--- config.mk ---
export PLATFORM = sky130hd
export DESIGN_NAME = call_return_detect
export DESIGN_NICKNAME = d
export VERILOG_FILES = /design/src/rtl/call_return_detect.sv
export SDC_FILE = /design/constraint.sdc
export NUM_CORES = 1
export LEC_CHECK = 0
export CAP_MARGIN = 30
export CORE_MARGIN = 5
export CORE_UTILIZATION = 45
export DETAILED_ROUTE_END_ITERATION = 7
export GPL_TIMING_DRIVEN = 0
export PLACE_DENSITY = 0.82
export SLEW_MARGIN = 20
export SYNTH_ARGS = -nofsm -noshare
export SYNTH_HDL_FRONTEND = slang
export SYNTH_SLANG_ARGS = --single-unit
--- constraint.sdc ---
create_clock -name clk -period 2.5 [get_ports clk]
set_input_delay 0.375 -clock clk [delete_from_list [all_inputs] [get_ports clk]]
set_output_delay 0.375 -clock clk [all_outputs]
set_load 0.02 [all_outputs]
--- src/rtl/call_return_detect.sv ---
// call_return_detect: fetch-stage predecode in front of the return address stack.
// Scans each accepted instruction for calls and returns, drives the stack push/pop,
// and issues a registered one-cycle fetch redirect on JAL calls and predicted returns.
// After a redirect, the stage drops SQUASH_CYCLES cycles of wrong-path fetch.
// Optional feature: define COMPRESSED_EN to decode RVC C.JAL / C.JALR / C.JR.
//
// Ports:
//   clk, rst                 clock, synchronous active-low reset
//   IN_valid/IN_pc/IN_instr  fetched instruction (pc in halfword units)
//   OUT_ready                stage can accept IN_valid this cycle (comb)
//   IN_stall                 decode cannot take OUT_valid this cycle
//   IN_flush                 backend flush, kills all state
//   OUT_valid/OUT_pc/OUT_instr  registered instruction to decode
//   OUT_rsPush/OUT_rsPushData/OUT_rsPop  return stack controls (comb, accept-qualified)
//   IN_rsValid/IN_rsData     return stack non-empty flag and top entry
//   OUT_redirect/OUT_redirectPC  registered fetch redirect pulse and target
module call_return_detect #(
    parameter int unsigned SQUASH_CYCLES = 1,
    parameter int unsigned LINK_ALT      = 5
) (
    input  logic        clk,
    input  logic        rst,
    input  logic        IN_valid,
    input  logic [30:0] IN_pc,
    input  logic [31:0] IN_instr,
    output logic        OUT_ready,
    input  logic        IN_stall,
    input  logic        IN_flush,
    output logic        OUT_valid,
    output logic [30:0] OUT_pc,
    output logic [31:0] OUT_instr,
    output logic        OUT_rsPush,
    output logic [30:0] OUT_rsPushData,
    output logic        OUT_rsPop,
    input  logic        IN_rsValid,
    input  logic [30:0] IN_rsData,
    output logic        OUT_redirect,
    output logic [30:0] OUT_redirectPC
);

    localparam int unsigned PC_W  = 31;
    localparam int unsigned CNT_W = 2;
    localparam int unsigned REG_W = 5;

    localparam logic [6:0] OP_JAL  = 7'b1101111;
    localparam logic [6:0] OP_JALR = 7'b1100111;

    typedef enum logic {RUN, SQUASH} state_t;

    state_t             state, state_d;
    logic [CNT_W-1:0]   cnt, cnt_d;

    logic               is_call;
    logic               is_return;
    logic               is_jal_call;
    logic [PC_W-1:0]    jal_target;
    logic [PC_W-1:0]    ret_inc;
    logic               accept;
    logic               redirect_c;
    logic [PC_W-1:0]    redirect_pc_c;

    function automatic logic is_link(input logic [REG_W-1:0] r);
        return (r == REG_W'(1)) || (r == REG_W'(LINK_ALT));
    endfunction

    // Instruction classification (call / return / JAL target)
    always_comb begin
        is_call     = 1'b0;
        is_return   = 1'b0;
        is_jal_call = 1'b0;
        jal_target  = '0;
        ret_inc     = PC_W'(2);

        // JAL offset is already in halfwords: imm[20:1] sign-extended
        jal_target = IN_pc + {{11{IN_instr[31]}}, IN_instr[31], IN_instr[19:12],
                              IN_instr[20], IN_instr[30:21]};

        if (IN_instr[6:0] == OP_JAL && is_link(IN_instr[11:7])) begin
            is_call     = 1'b1;
            is_jal_call = 1'b1;
        end
        if (IN_instr[6:0] == OP_JALR && IN_instr[14:12] == 3'b000) begin
            // A link rd always means call; coroutine swaps (rd and rs1 both link) push only
            if (is_link(IN_instr[11:7])) begin
                is_call = 1'b1;
            end else if (IN_instr[11:7] == '0 && is_link(IN_instr[19:15])
                         && IN_instr[31:20] == '0) begin
                is_return = 1'b1;
            end
        end

`ifdef COMPRESSED_EN
        if (IN_instr[1:0] != 2'b11) begin
            ret_inc = PC_W'(1);
            // C.JAL (RV32): implicit rd=x1
            if (IN_instr[15:13] == 3'b001 && IN_instr[1:0] == 2'b01) begin
                is_call     = 1'b1;
                is_jal_call = 1'b1;
                jal_target  = IN_pc + {{20{IN_instr[12]}}, IN_instr[12], IN_instr[8],
                                       IN_instr[10:9], IN_instr[6], IN_instr[7],
                                       IN_instr[2], IN_instr[11], IN_instr[5:3]};
            end
            // C.JALR: implicit rd=x1, never redirects
            if (IN_instr[15:12] == 4'b1001 && IN_instr[11:7] != '0
                && IN_instr[6:2] == '0 && IN_instr[1:0] == 2'b10) begin
                is_call = 1'b1;
            end
            // C.JR through a link register is a return
            if (IN_instr[15:12] == 4'b1000 && is_link(IN_instr[11:7])
                && IN_instr[6:2] == '0 && IN_instr[1:0] == 2'b10) begin
                is_return = 1'b1;
            end
        end
`endif
    end

    // Handshake and return-stack controls
    assign OUT_ready      = ~OUT_valid | ~IN_stall;
    assign accept         = rst & IN_valid & OUT_ready & ~IN_flush & (state == RUN);
    assign OUT_rsPush     = accept & is_call;
    assign OUT_rsPop      = accept & is_return & IN_rsValid;
    assign OUT_rsPushData = IN_pc + ret_inc;
    assign redirect_c     = accept & (is_jal_call | (is_return & IN_rsValid));
    assign redirect_pc_c  = is_return ? IN_rsData : jal_target;

    // Squash FSM state register
    always_ff @(posedge clk) begin
        if (!rst) begin
            state <= RUN;
            cnt   <= '0;
        end else begin
            state <= state_d;
            cnt   <= cnt_d;
        end
    end

    // Squash FSM next state; counter keeps running through decode stalls
    always_comb begin
        state_d = state;
        cnt_d   = cnt;
        if (IN_flush) begin
            state_d = RUN;
            cnt_d   = '0;
        end else begin
            case (state)
                RUN: begin
                    if (redirect_c) begin
                        state_d = SQUASH;
                        cnt_d   = '0;
                    end
                end
                SQUASH: begin
                    if (cnt == CNT_W'(SQUASH_CYCLES - 1)) begin
                        state_d = RUN;
                        cnt_d   = '0;
                    end else begin
                        cnt_d = cnt + CNT_W'(1);
                    end
                end
                default: begin
                    state_d = RUN;
                    cnt_d   = '0;
                end
            endcase
        end
    end

    // Output stage to decode and redirect pulse
    always_ff @(posedge clk) begin
        if (!rst) begin
            OUT_valid      <= 1'b0;
            OUT_pc         <= '0;
            OUT_instr      <= '0;
            OUT_redirect   <= 1'b0;
            OUT_redirectPC <= '0;
        end else if (IN_flush) begin
            OUT_valid    <= 1'b0;
            OUT_redirect <= 1'b0;
        end else begin
            if (accept) begin
                OUT_valid <= 1'b1;
                OUT_pc    <= IN_pc;
                OUT_instr <= IN_instr;
            end else if (OUT_ready) begin
                OUT_valid <= 1'b0;
            end
            OUT_redirect <= redirect_c;
            if (redirect_c) begin
                OUT_redirectPC <= redirect_pc_c;
            end
        end
    end

endmodule

Word-level counts from Yosys, hierarchy flattened
Index checks and enable logic that the tools add are counted.
{"block": "classes", "addsub": 3, "eq_ne": 7, "mux": 15, "bitwise": 16, "reduce_logical": 14}
{"cell": "adder 31 x 2 -> 31 bit, second input constant", "count": 1}
{"cell": "adder 31 bit", "count": 1}
{"cell": "2-to-1 mux 31 bit", "count": 1}
{"cell": "== test 7 bit, second input constant", "count": 2}
{"cell": "zero test 12 bit", "count": 1}
{"cell": "== test 5 x 1 -> 1 bit, second input constant", "count": 2}
{"cell": "== test 5 x 3 -> 1 bit, second input constant", "count": 2}
{"cell": "2-to-1 mux 1 bit", "count": 10}
{"cell": "AND 1 bit", "count": 9}
{"cell": "zero test 5 bit", "count": 1}
{"cell": "NOT 1 bit", "count": 5}
{"cell": "logical AND 1 bit", "count": 4}
{"cell": "2-to-1 mux 2 bit", "count": 2}
{"cell": "case mux 2 bit (2 select lines)", "count": 1}
{"cell": "AND reduction 2 bit", "count": 2}
{"cell": "zero test 3 bit", "count": 1}
{"cell": "adder 2 x 1 -> 2 bit, second input constant", "count": 1}
{"cell": "zero test 2 bit", "count": 1}
{"cell": "logical OR 1 bit", "count": 2}
{"cell": "!= test 2 bit, second input constant", "count": 1}
{"cell": "OR 1 bit", "count": 2}
{"cell": "case mux 1 bit (2 select lines)", "count": 1}
{"cell": "nonzero test 2 bit", "count": 1}
{"cell": "OR reduction 2 bit", "count": 1}
{"block": "word_totals", "reg_bits": 99, "elab_cells": 62}

Logic depth before layout (Yosys ltp)
Gate-level depths: netlist (run 1).
{"block": "depth", "depth_word": 12, "ltp_mapped": 11}

Worst setup path before layout (run 1)
OpenSTA, ideal clock, no wires.
{"block": "synth_path", "path_kind": "input -> output", "start": "in IN_pc[5]", "end": "out OUT_rsPushData[26]", "t_arrival_ps": 1991, "path_slack_ps": 134, "stages": 8, "n_path_buf": 0, "cell_sequence": "and3_1 > and4_1 > and4_1 > nand4_1 > nor2_1 > nand2_1 > nor2_1 > xor2_1"}
{"block": "synth_between", "elab_chain_len": 1}
{"element": "start, declared", "line_no": "24", "rtl": "input logic [30:0] IN_pc,"}
{"element": "adder 31 x 2 -> 31 bit", "line_no": "122", "rtl": "assign OUT_rsPushData = IN_pc + ret_inc;"}
{"element": "end, declared", "line_no": "33", "rtl": "output logic [30:0] OUT_rsPushData,"}
No other way between the ends.

Worst setup path in the final report (run 1)
Ends and elaborated chain as after synthesis.

==> metrics.md, run 1 <==
| Metric | Value |
|---|---|
| Number of global-route vias before repair | `6666` |
| Final routed wirelength across all metal layers | `22800 µm` |
| Cts bufs inserted | `9` |
| Buffer type at the clock tree root | `sky130_fd_sc_hd__clkbuf_16` |
| Class of the most critical setup path | `in2out` |
| PortBufs | `229` |
| Net switching fraction of the power | `0.305` |
| Number of standard cells after synthesis | `772` |
| Reported max-cap violation count | `0` |
| Clock sink count | `99` |
| Count of filler cells inserted in the layout | `1020` |
| Synth warnings | `0` |
| Top library cells by usage in the layout, fill and taps aside | `190 x sky130_fd_sc_hd__nand2_1, 170 x sky130_fd_sc_hd__clkdlybuf4s50_1, 99 x sky130_fd_sc_hd__dfxtp_1` |
| Busiest layer in global routing | `met2` |
| Leading cell types by total area after synthesis | `sky130_fd_sc_hd__dfxtp_1 34%, sky130_fd_sc_hd__nand2_1 12%, sky130_fd_sc_hd__a21oi_1 8.5%` |
| Drt drc | `0` |
| Width of the die | `125 µm` |
| Total gr overflow | `0` |
| Vias per std cell | `5.52` |
| Wire length of the first global-routing pass | `35100 µm` |
| Unique cell type count in the Yosys netlist | `65` |
| Worst Tran Pin Value | `0.638 ns` |
| Share of power burned in the clock network | `0.350` |
| Number of DRC markers after the initial detailed-route iteration | `530` |
| Global routing usage on met2 | `0.473` |
| Final hold vios | `0` |
| Register bit total from synthesis | `99` |
| Cell Int Power | `3.00 mW` |
| Htree depth | `3` |
| Required time of the critical path | `2.12 ns` |
| Slowest stage cell, crit path | `sky130_fd_sc_hd__and4_4` |
| Sequential share of power | `0.377` |
| Overall Global Routing Usage | `0.276` |
| Initial core utilization | `0.463` |
| Total Power Consumption | `4.32 mW` |
| Largest fanout on the critical path | `4` |
| Setup repair after global routing missed its margin | `yes` |
| Vias after detailed routing | `6691` |
| Rows | `41` |
| Fraction of final layout cells sized beyond drive strength 1 | `0.153` |
| Leakage power summed over all cells | `3.64 nW` |
| Mapped Area | `5920 µm²` |
| HPWL Detailed | `16800 µm` |
| Total number of nets in the final design | `1169` |
| Fin crit share | `0.985` |
| Worst hold path class | `in2reg` |
| Peak supply drop | `400 µV` |
| Relative area change from synthesis to final layout | `56.9%` |
| Utilization of the core after routing | `0.727` |
| Worst path max stage delay | `0.25 ns` |
| Worst Skew | `0.00892 ns` |
| Outcome | `finished clean` |
| Share of the synthesized area in the top cell type | `0.335` |
| WL per Instance | `18.8 µm` |
| Largest net degree at the start of global routing | `18` |
| Maximum operating frequency | `406 MHz` |
| Clock latency on the worst-skew pair | `0.35 ns` |
| # setup viols final | `0` |
| Most common cell after layout, fill and taps aside | `sky130_fd_sc_hd__nand2_1` |
| Worst Setup Start Kind | `input pin` |
| Routed Antenna Nets | `0` |
| P per Cell Area | `465 nW/µm²` |
| # IOs | `230` |
| DIE HEIGHT | `125 µm` |
| Die area | `15500 µm²` |
| Final weighted congestion in routability-driven placement | `0.951` |
| Post-synthesis average cell area | `7.66 µm²` |
| TritonCTS clock tree | `done` |
| Met3 track demand over resource in global routing | `0.0870` |
| Clock buffer depth | `2` |
| Final period demand of the worst path | `2.46 ns` |
| Number of antenna diodes | `0` |
| Cell taking the most area after synthesis | `sky130_fd_sc_hd__dfxtp_1` |
| EDFF count, synth | `0` |
| Async SR Flop Fraction | `0` |
| Min setup slack post-route | `0.0378 ns` |
| Post-synth top flop | `sky130_fd_sc_hd__dfxtp_1` |
| TritonRoute pass-1 iters | `5` |
| Critical path capture point type | `primary output` |
| Comb power frac | `0.274` |
| Dpl ws | `-1.45 ns` |
| Max-slew violation total from the final report | `0` |
| Placeable core region | `12800 µm²` |
| Sequential cell area fraction in the yosys report | `0.335` |
| Clock slew seen by the registers of the worst setup and hold paths | `0.07 ns` |
| Synthesized netlist net count | `906` |
| Switching power | `1.32 mW` |
| Initial antenna violation count | `1` |
| Met1 usage | `0.330` |
| Cell Chain, Critical Path | `buf_8 -> and3_4 -> and4_4 -> and4_4 -> nand4_1 -> buf_6 -> nor2_4 -> nand2_4 -> nor2_4 -> xor2_1 -> buf_4` |
| Headroom to the max-slew limit | `0.574` |
| Crit path DAT | `2.09 ns` |
## synth_stat cells (all sizes together), types with 4 or more instances
library cell / count
a311oi: 8
and4: 6
a211oi: 9
a31oi: 11
o22ai: 4
nand4: 9
a21o: 15
dfxtp: 99
and3: 18
xor2: 23
xnor2: 30
nand2: 193
nor3: 16
nor4: 5
nor2: 41
nor2b: 5
nand2b: 4
clkbuf: 25
nand3: 24
o21ai: 19
o21a: 4
ha: 33
buf: 16
a21oi: 100
inv: 13
## cells by family (layout without fill, tap and decap cells)
family | Yosys count | count (layout) | synth area share
AOI/OAI and AO/OA | 196 | 196 | 0.211
buffers and inverters | 54 | 322 | 0.0431
and+or+nand+nor | 333 | 333 | 0.254
muxes | 3 | 3 | 0.00508
DFF | 99 | 99 | 0.335
adders and majority gates | 34 | 34 | 0.0732
xor gates and xnor gates | 53 | 53 | 0.0785
## worst max-delay path, delay by kind of cell
kind / cells / cell delay, ns
xor gates and xnor gates: 1 / 0.16
buffers and inverters: 3 / 0.40
and+or+nand+nor: 7 / 1.13
## power by group through the flow
| stage | registers [mW] | logic (mW) | clock network [mW] |
|---|---|---|---|
| floorplan | 1.70 | 0.558 | 0 |
| global placement | 1.66 | 1.07 | 0 |
| detailed placement | 1.66 | 1.07 | 0 |
| CTS | 1.63 | 1.12 | 1.52 |
| global route | 1.63 | 1.27 | 1.59 |
| finish | 1.63 | 1.18 | 1.51 |
## layer usage
layer / wire (µm) / vias to the layer above
met4: 527 / 2
met1: 8990 / 3150
li1: - / 3239
met3: 2010 / 38
met2: 11200 / 262
met5: 13 / -
## final timing paths
| kind | depth (start not counted) | endpoint | slack [ns] | from |
|---|---|---|---|---|
| setup / recovery | 11 | OUT_rsPushData[26] | 0.04 | IN_pc[5] |
| hold / removal | 3 | OUT_pc[2]$_SDFFE_PN0P_ | 0.29 | IN_pc[2] |
| setup reg to reg | 10 | OUT_redirectPC[23]$_SDFFE_PN0P_ | 0.30 | state$_SDFF_PP0_ |
| hold reg to reg | 2 | OUT_redirectPC[20]$_SDFFE_PN0P_ | 0.45 | OUT_redirectPC[20]$_SDFFE_PN0P_ |
## stage by stage
stage	TNS, ns	cells	hold WS [ns]	cell area (µm²)
after global routing	-0.0942	1212	0.319	9280
after CTS	-0.000985	1200	0.282	9040
after floorplan	0	772	0.495	5920
final	0	1212	0.285	9280
after detailed placement	-61.90	1173	0.445	8420
after global placement	-59.97	1173	0.439	8420
## sequential cells by signal (all words and copies together), names as in the netlist
signal and count:
state 1, OUT_instr 32, cnt 2, OUT_valid 1, OUT_pc 31, OUT_redirect 1
OUT_redirectPC 31
## timing repair
item | CTS | global route
endpoints found under the setup margin | 62 | 50
hold buffers | 0 | 0
gates resized for setup | 185 | 83
setup buffers | 12 | 13
pin swaps | 12 | 24
## final cells by class
type	instances	area (µm²)	share of cell area
timing repair buffer	254	2420	0.260
tap	172	215	0.0232
inverter	13	53.8	0.00580
clock inverter	5	68.8	0.00741
clock buffer	11	253	0.0272
buffer	39	208	0.0224
multi-input combinational	619	4090	0.440
sequential	99	1980	0.214
(Power assumes the default switching activity.)
==> run 2, diff against run 1 <==
--- a/config.mk
+++ b/config.mk
@@ -6,11 +6,11 @@
 export NUM_CORES = 1
 export LEC_CHECK = 0
 export CAP_MARGIN = 30
-export CORE_MARGIN = 5
-export CORE_UTILIZATION = 45
+export CORE_UTILIZATION = 35
 export DETAILED_ROUTE_END_ITERATION = 7
 export GPL_TIMING_DRIVEN = 0
-export PLACE_DENSITY = 0.82
+export HOLD_SLACK_MARGIN = 0.06
+export PLACE_DENSITY = 0.66
 export SLEW_MARGIN = 20
 export SYNTH_ARGS = -nofsm -noshare
 export SYNTH_HDL_FRONTEND = slang
==> run 2 against run 1 <==
  * Maximum frequency decreased by 0.52%
  * Clock power shrank 6%
  * Final area decreased by 0.53%
  * Highest routed layer is now met4
  * Total power decreased by 2.5%
  * Critical path depth shrank 2
  * Non-clock buffer count decreased by 8
  * Global-route usage fell by 3.1 points
  * Combinational power about the same
==> metrics.md, run 2 (synthesis gave the netlist of run 1 again) <==
| Metric | Value |
|---|---|
| Outcome | `finished clean` |
| Total negative setup slack | `0 ns` |
| Largest net degree at the start of global routing | `20` |
| Initial antenna violation count | `0` |
| TritonRoute pass-1 iters | `6` |
| Number of DRC markers after the initial detailed-route iteration | `335` |
| Post-layout instance count excluding filler cells | `1253` |
| Vias after detailed routing | `6495` |
| Clock slew seen by the registers of the worst setup and hold paths | `0.07 ns` |
| Maximum operating frequency | `404 MHz` |
| Worst path max stage delay | `0.25 ns` |
| Peak supply drop | `346 µV` |
| Crit path DAT | `2.10 ns` |
| Worst Skew | `0.0115 ns` |
| Number of cells after detailed placement | `1222` |
| Class of the most critical setup path | `in2out` |
| Setup repair after global routing missed its margin | `yes` |
| Final routed wirelength across all metal layers | `21900 µm` |
| Buffer type at the clock tree root | `sky130_fd_sc_hd__clkbuf_16` |
| Net switching fraction of the power | `0.323` |
| WL per Instance | `17.5 µm` |
| Leakage power summed over all cells | `3.54 nW` |
| Headroom to the max-slew limit | `0.543` |
| Clock latency on the worst-skew pair | `0.37 ns` |
| Share of power burned in the clock network | `0.338` |
| Reported max-cap violation count | `0` |
| Largest fanout on the critical path | `4` |
| Relative area change from synthesis to final layout | `56.1%` |
| Overall Global Routing Usage | `0.245` |
| Required time of the critical path | `2.12 ns` |
| Comb power frac | `0.276` |
| Placeable core region | `16500 µm²` |
| PortBufs | `229` |
| Final weighted congestion in routability-driven placement | `0.857` |
| # IOs | `230` |
| Sequential share of power | `0.386` |
| Dominant cell type by count on the critical path | `sky130_fd_sc_hd__and4_4` |
| Initial core utilization | `0.358` |
| Most common cell after layout, fill and taps aside | `sky130_fd_sc_hd__nand2_1` |
| Final period demand of the worst path | `2.48 ns` |
| Htree depth | `3` |
| HPWL Detailed | `16700 µm` |
| Multi-input gate area in the final layout | `4060 µm²` |
| Wire length of the first global-routing pass | `33300 µm` |
| Total number of nets in the final design | `1161` |
| Routed Antenna Nets | `0` |
| Die area | `17400 µm²` |
| Critical path capture point type | `primary output` |
| Top library cells by usage in the layout, fill and taps aside | `190 x sky130_fd_sc_hd__nand2_1, 169 x sky130_fd_sc_hd__clkdlybuf4s50_1, 99 x sky130_fd_sc_hd__dfxtp_1` |
| Final hold vios | `0` |
| Fin crit share | `0.990` |
| DIE HEIGHT | `132 µm` |
| Fraction of final layout cells sized beyond drive strength 1 | `0.147` |
| Dpl ws | `-1.41 ns` |
| TritonCTS clock tree | `done` |
| Flip-flop count of the largest register after layout | `32` |
| Switching power | `1.36 mW` |
| Clock buffer depth | `2` |
| Utilization of the core after routing | `0.559` |
| Worst Tran Pin Value | `0.685 ns` |
| Drt drc | `0` |
| Total Power Consumption | `4.21 mW` |
| Worst hold path class | `in2reg` |
| Cts bufs inserted | `9` |
| Area of all sequential standard cells | `1980 µm²` |
| Biggest register | `OUT_instr` |
| P per Cell Area | `456 nW/µm²` |
| Total gr overflow | `0` |
| Slowest stage cell, crit path | `sky130_fd_sc_hd__and4_4` |
| Worst Setup Start Kind | `input pin` |
| Cell Chain, Critical Path | `buf_12 -> and3_4 -> and4_4 -> and4_4 -> nand4_1 -> nor2_4 -> and4_1 -> xor2_1 -> buf_4` |
| Vias per std cell | `5.18` |
| Max-slew violation total from the final report | `0` |
| Cell Int Power | `2.85 mW` |
| Largest registers | `OUT_instr (32), OUT_pc (31), OUT_redirectPC (31)` |
| Clock sink count | `99` |
| Number of global-route vias before repair | `6132` |
| Rows | `47` |
| Width of the die | `132 µm` |
| Min setup slack post-route | `0.0249 ns` |
| # setup viols final | `0` |
| Count of filler cells inserted in the layout | `1587` |
==> run 2: cell count changes in the layout (fill, tap and decap cells not counted), sizes merged <==
cell and delta:
buf -9, clkdlybuf4s15 +4, dlymetal6s2s -4, clkbuf -3, clkinv +3, dlygate4sd2 +3
bufinv -1, clkdlybuf4s50 -1, clkinvlp -1, diode +1, inv +1
==> run 2: path summary, 6_finish.rpt <==
kind | end | slack, ns | cells past startpoint | startpoint
setup / recovery | OUT_rsPushData[28] | 0.02 | 9 | IN_pc[5]
hold / removal | OUT_pc[3]$_SDFFE_PN0P_ | 0.26 | 3 | IN_pc[3]
setup reg to reg | OUT_redirectPC[2]$_SDFFE_PN0P_ | 0.38 | 10 | state$_SDFF_PP0_
hold reg to reg | OUT_pc[6]$_SDFFE_PN0P_ | 0.46 | 2 | OUT_pc[6]$_SDFFE_PN0P_
==> run 2: power by group through the flow <==
stage                     combinational [mW]  clock (mW)  sequential [mW]
after global placement                  1.08           0             1.66
after detailed placement                1.08           0             1.66
after floorplan                        0.558           0             1.70
after CTS                               1.13        1.44             1.63
final                                   1.16        1.42             1.63
after global routing                    1.24        1.51             1.63
==> run 2: what timing repair did <==
| action | CTS | global route |
|---|---|---|
| buffers inserted | 8 | 7 |
| endpoints found under the setup margin | 63 | 46 |
| pin swaps | 17 | 14 |
| hold buffers | 0 | 0 |
| gates resized for setup | 203 | 62 |
==> run 2: worst max-delay path: cells and delay by family <==
family                    cells  cell delay (ns)
and+or+nand+nor               6             1.32
buffers and inverters         2             0.24
xor gates and xnor gates      1             0.16
==> run 2: layout make-up <==
type | count | area share
clock buffer | 9 | 0.0244
clock inverter | 7 | 0.00786
sequential | 99 | 0.215
tap | 220 | 0.0298
inverter | 13 | 0.00583
buffer | 40 | 0.0237
timing repair buffer | 245 | 0.253
antenna | 1 | 0.000271
multi-input combinational | 619 | 0.440
==> run 2: metal layers <==
metal / GRT usage / wire (µm) / vias up
met5: 0 / 0 / -
met4: 0.0975 / 546 / 0
met3: 0.0538 / 1530 / 32
met2: 0.416 / 10400 / 223
met1: 0.300 / 9410 / 3016
li1: - / - / 3224
==> run 2: per-stage QoR <==
| stage | hold WS, ns | cell area, µm² |
|---|---|---|
| after floorplan | 0.495 | 5920 |
| after global placement | 0.441 | 8480 |
| after detailed placement | 0.446 | 8490 |
| after CTS | 0.269 | 9060 |
| after global routing | 0.298 | 9230 |
| final | 0.264 | 9230 |
==> run 3, diff against run 2 <==
--- a/config.mk
+++ b/config.mk
@@ -5,6 +5,7 @@
 export SDC_FILE = /design/constraint.sdc
 export NUM_CORES = 1
 export LEC_CHECK = 0
+export ABC_CLOCK_PERIOD_IN_PS = 2500
 export CAP_MARGIN = 30
 export CORE_UTILIZATION = 35
 export DETAILED_ROUTE_END_ITERATION = 7
==> results of run 3 <==
No change in the layout: final DEF, timing and power equal those of run 2.
